==> src/rtl/score_bcd_tracker.sv <==
// Score, high-score and BCD digit-scan engine for the snake game.
// Edge-detects raw collision flags, tracks binary/BCD score in lockstep and
// time-multiplexes the BCD digits onto one seven-segment decoder feed.
module score_bcd_tracker #(
  parameter int unsigned DIGITS    = 3,
  parameter int unsigned MAX_SCORE = 70,
  parameter int unsigned SCAN_DIV  = 10000,
  parameter int unsigned SCORE_W   = $clog2(MAX_SCORE + 1),
  localparam int unsigned BCD_W    = 4 * DIGITS,
  localparam int unsigned SEL_W    = (DIGITS > 1) ? $clog2(DIGITS) : 1,
  localparam int unsigned DIV_W    = $clog2(SCAN_DIV)
) (
  input  logic               clk,
  input  logic               nRst,
  input  logic               sync_reset,
  input  logic               good_coll,
  input  logic               bad_coll,
  output logic [SCORE_W-1:0] score,
  output logic [SCORE_W-1:0] high_score,
  output logic [BCD_W-1:0]   bcd,
  output logic               game_over,
  output logic               game_complete,
  output logic [SEL_W-1:0]   digit_sel,
  output logic [3:0]         digit_out,
  output logic               digit_en
);

  typedef enum logic [1:0] {
    S_PLAY,
    S_OVER,
    S_WIN
  } state_t;

  state_t             state, state_nxt;
  logic               good_prev, bad_prev;
  logic               good_rise, bad_rise;
  logic [SCORE_W-1:0] score_nxt, high_nxt, score_inc, best;
  logic [BCD_W-1:0]   bcd_nxt, bcd_inc;
  logic               carry;
  logic [DIV_W-1:0]   div_cnt;
  logic               upper_nz;

  assign good_rise = good_coll & ~good_prev;
  assign bad_rise  = bad_coll & ~bad_prev;
  assign score_inc = score + SCORE_W'(1);
  assign best      = (score > high_score) ? score : high_score;

  // Decimal increment rippling the carry through every digit in one cycle
  always_comb begin
    bcd_inc = bcd;
    carry   = 1'b1;
    for (int i = 0; i < int'(DIGITS); i++) begin
      if (carry) begin
        if (bcd[4*i +: 4] == 4'd9) begin
          bcd_inc[4*i +: 4] = 4'd0;
        end else begin
          bcd_inc[4*i +: 4] = bcd[4*i +: 4] + 4'd1;
          carry             = 1'b0;
        end
      end
    end
  end

  // Next-state and datapath update; sync_reset overrides everything
  always_comb begin
    state_nxt = state;
    score_nxt = score;
    bcd_nxt   = bcd;
    high_nxt  = high_score;
    if (sync_reset) begin
      state_nxt = S_PLAY;
      score_nxt = '0;
      bcd_nxt   = '0;
    end else begin
      case (state)
        S_PLAY: begin
          if (bad_rise) begin
            state_nxt = S_OVER;
            high_nxt  = best;
          end else if (good_rise) begin
            score_nxt = score_inc;
            bcd_nxt   = bcd_inc;
            if (score_inc == SCORE_W'(MAX_SCORE)) begin
              state_nxt = S_WIN;
              high_nxt  = (score_inc > high_score) ? score_inc : high_score;
            end
          end
        end
        S_OVER:  state_nxt = S_OVER;
        S_WIN:   state_nxt = S_WIN;
        default: state_nxt = S_PLAY;
      endcase
    end
  end

  always_ff @(posedge clk or negedge nRst) begin
    if (!nRst) begin
      state         <= S_PLAY;
      score         <= '0;
      bcd           <= '0;
      high_score    <= '0;
      good_prev     <= 1'b0;
      bad_prev      <= 1'b0;
      game_over     <= 1'b0;
      game_complete <= 1'b0;
    end else begin
      state         <= state_nxt;
      score         <= score_nxt;
      bcd           <= bcd_nxt;
      high_score    <= high_nxt;
      good_prev     <= good_coll;
      bad_prev      <= bad_coll;
      game_over     <= (state_nxt == S_OVER);
      game_complete <= (state_nxt == S_WIN);
    end
  end

  // Digit scan runs free of game state and sync_reset
  always_ff @(posedge clk or negedge nRst) begin
    if (!nRst) begin
      div_cnt   <= '0;
      digit_sel <= '0;
    end else if (div_cnt == DIV_W'(SCAN_DIV - 1)) begin
      div_cnt   <= '0;
      digit_sel <= (digit_sel == SEL_W'(DIGITS - 1)) ? '0 : digit_sel + SEL_W'(1);
    end else begin
      div_cnt   <= div_cnt + DIV_W'(1);
    end
  end

  always_comb begin
    digit_out = 4'd0;
    upper_nz  = 1'b0;
    for (int i = 0; i < int'(DIGITS); i++) begin
      if (digit_sel == SEL_W'(i)) digit_out = bcd[4*i +: 4];
      if ((SEL_W'(i) >= digit_sel) && (bcd[4*i +: 4] != 4'd0)) upper_nz = 1'b1;
    end
    digit_en = (digit_sel == '0) || upper_nz;
  end

endmodule

==> config.mk <==
export PLATFORM = sky130hd
export DESIGN_NAME = score_bcd_tracker
export DESIGN_NICKNAME = d
export VERILOG_FILES = /design/src/rtl/score_bcd_tracker.sv
export SDC_FILE = /design/constraint.sdc
export NUM_CORES = 1
export LEC_CHECK = 0
export ABC_AREA = 1
export ABC_CLOCK_PERIOD_IN_PS = 5630
export BUFFER_PORTS_ARGS = -buffer_cell sky130_fd_sc_hd__buf_2
export CAP_MARGIN = 5
export CORE_ASPECT_RATIO = 1.75
export CORE_MARGIN = 5
export CORE_UTILIZATION = 40
export CTS_CLUSTER_DIAMETER = 150
export DETAILED_ROUTE_END_ITERATION = 10
export PLACE_DENSITY = 0.63
export SLEW_MARGIN = 5
export SYNTH_ARGS = -nofsm -noshare
export SYNTH_HDL_FRONTEND = slang
export SYNTH_SLANG_ARGS = --single-unit
export TNS_END_PERCENT = 5
==> constraint.sdc <==
create_clock -name clk -period 5.63 [get_ports clk]
set_input_delay 0.8445 -clock clk [delete_from_list [all_inputs] [get_ports clk]]
set_output_delay 0.8445 -clock clk [all_outputs]
set_load 0.01 [all_outputs]
==> metrics.txt <==
RR Endpoint high_score[1]; Longest Clk Path Bufs 2; hold wc startpoint div_cnt[0]; # diodes 0; global placement routability congestion approximately 0.84; I/O Buffers 39; post-CTS sizing 0; leakage power 1.79 nW; final net count between 400 and 500; GRT Total Usage ~16%; Max Clock Skew between 0.003 and 0.004 ns; vias in the first global route 2598; Synth area leaders dfrtp_1 (41%), ha_1 (10%), nand2_1 (9.0%); cell area power density 252 nW/µm²; # rows 41; max cap viols 0; flop2flop setup slack around 3.2 ns; layout filler cell count approximately 750; WL/cell ~14 µm; grt total ovfl 0; Final Hold Fails 0; Hold-fix buffers, CTS 0; initial cell density of the core between 40% and 50%; most common cell after layout, fill and taps aside nand2_1; Clk pin slew, worst setup/hold paths roughly 0.070 ns; Max Fanout on Critical Path 8; Worst-Skew Late Latency a little under 0.3 ns; via/cell ratio between 5 and 6; flip-flop and latch area between 1000 and 1500 µm²; Fmax just over 0.4 GHz; DIE AREA a little over 9000 µm²; slew margin rel. about 58%; Synth Cell Area 2930 µm²; largest net degree at the start of global routing 49; Die Height 123 µm; synthesized net count roughly 400; via count 2513; RSZ-0062 raised after global routing false; commonest cells after routing, fill and taps aside nand2_1 (70), inv_1 (55), dfrtp_1 (48), buf_2 (39), nand3_1 (28); DRT iter0 DRCs 76; post-CTS setup buffer count 0; multi-input logic area 1480 µm²; startpoint types flip-flop; #FFs+latches synth 48; critical-path cell list ha_1 -> nand2_1 -> inv_2 -> nand4_1 -> nand2_2 -> inv_1 -> ha_1 -> nand2_1 -> nor2_1 -> nand2_1 -> nand3_2 -> nor2_2 -> nand3_2 -> nand2_4 -> nand2_4 -> nand2_1 -> nand2_1; Yosys top cell area share around two fifths; WP buf/inv 2; WP data required ~5.8 ns; most numerous cell on the critical path nand2_1; global-route wire length before repair around 12 mm; Core ar. approximately 7200 µm²; Peak supply drop about 0.0002 V; CP arrival approximately 2.6 ns; # IOs 40; Least-Margin Pin Slew 0.632 ns; hold depth 1; synthesis-to-finish area growth 15.1%; Die W approximately 75 µm; Crit. End Element flip-flop; critical path's slowest cell dfrtp_1; reg2reg path depth 17; fin crit share ~43%; setup TNS 0 ns; CTS tree done; HP Class flip-flop to flip-flop; 1st-pass router iterations 4; kind of critical path flip-flop to flip-flop; final WL slightly below 7 mm; Clock Sinks 48; final slew viol count 0; Num CTS Buffers 5; # H-tree levels 2; cell taking the most area after synthesis dfrtp_1; status finished, final reports clean; final core utilization 46.9%; Ys Warns 0; slowest cell delay on critical path 0.54 ns; initial antenna violation count 0; Setup Viol. Count Final 0; Antenna Violating Nets Remaining 0; DP HPWL 5.39 mm; post-synthesis average cell area slightly above 8 µm²; clock root cell clkbuf_16; share of layout cells above drive strength 1 between 10% and 20%; R2R Path Start score[0]; Hold EP div_cnt[0]; Post-Synthesis Cells ~360; Tmin final 2.43 ns; DRC errors left 0; CP top delay family simple AND/OR/NAND/NOR gates; sequential fraction of the synthesis area roughly 40%; Unique masters post-synth 31
## logic make-up after synthesis
family	share of synthesized area, %
AOI/OAI and AO/OA	12.0
xor gates and xnor gates	1.80
adders and majority gates	10.3
buffers and inverters	8.38
DFF	41.0
and+or+nand+nor	26.5
## sequential cells by signal, summed over array words and instances, names as in the netlist
signal and cells:
div_cnt 14, bcd 12, high_score 7, score 7
digit_sel 2, state 2, bad_prev 1, game_complete 1
game_over 1, good_prev 1
## area by class of cell
cell class / count / share of cell area (%)
multi-input cells: 250 / 43.9
flip-flops and latches: 48 / 35.7
inverters: 62 / 6.91
repair buffers: 40 / 6.02
clock buffers: 5 / 3.71
well taps: 86 / 3.19
clock inverters: 3 / 0.557
## cells in the mapped netlist
library cell,n
o221ai_1,4
a31oi_1,2
a2bb2oi_1,1
o21ai_1,3
o21ai_4,1
and3_1,1
nor2_1,24
inv_2,7
nor3b_1,2
nand3_2,4
o22ai_1,4
nand2_1,70
nand4_1,7
nand2_4,3
xor2_1,6
clkbuf_1,2
nand3_1,28
o21ai_2,2
nand2_2,6
dfrtp_1,48
ha_1,24
nor3_1,6
o21ai_0,22
nor4_1,2
o21a_1,2
a21oi_1,16
nor2_2,5
buf_2,1
inv_1,55
a211oi_1,2
nor2_4,3
## per-stage QoR
stage / cells / hold WS (ns) / power [W] / cell area [µm²] / setup slack, ns
floorplan: 363 / 0.425 / 0.000495 / 2930 / 3.46
global placement: 486 / 0.457 / 0.000557 / 3220 / 3.25
finish: 494 / 0.467 / 0.000850 / 3370 / 3.20
CTS: 494 / 0.470 / 0.000862 / 3370 / 3.20
global route: 494 / 0.492 / 0.000893 / 3370 / 2.97
detailed placement: 486 / 0.461 / 0.000561 / 3220 / 3.19
## power by group
part           internal (W)  leakage, nW  switching [W]
clock              0.000164       0.0736       0.000134
combinational     0.0000590         1.07      0.0000990
sequential         0.000366        0.641      0.0000283
total              0.000589         1.79       0.000261
## per-layer routing
metal	up-vias	routed length (µm)	part of all wire (%)	global-route usage [%]
met5	-	0	0	0
met3	15	293	4.2	2.93
met1	1175	2610	38	15.8
li1	1271	-	-	-
met4	0	198	2.9	7.91
met2	52	3800	55	31.6
## worst max path at each step
stage | cells past startpoint | from | endpoint
2_1_floorplan | 17 | score[0] | high_score[0]
3_3_place_gp | 10 | good_coll | bcd[11]
3_5_place_dp | 10 | good_coll | bcd[11]
4_1_cts | 5 | bcd[4] | digit_en
5_1_grt | 17 | score[0] | high_score[3]
6_report | 17 | score[0] | high_score[1]
(Power assumes the default switching activity.)
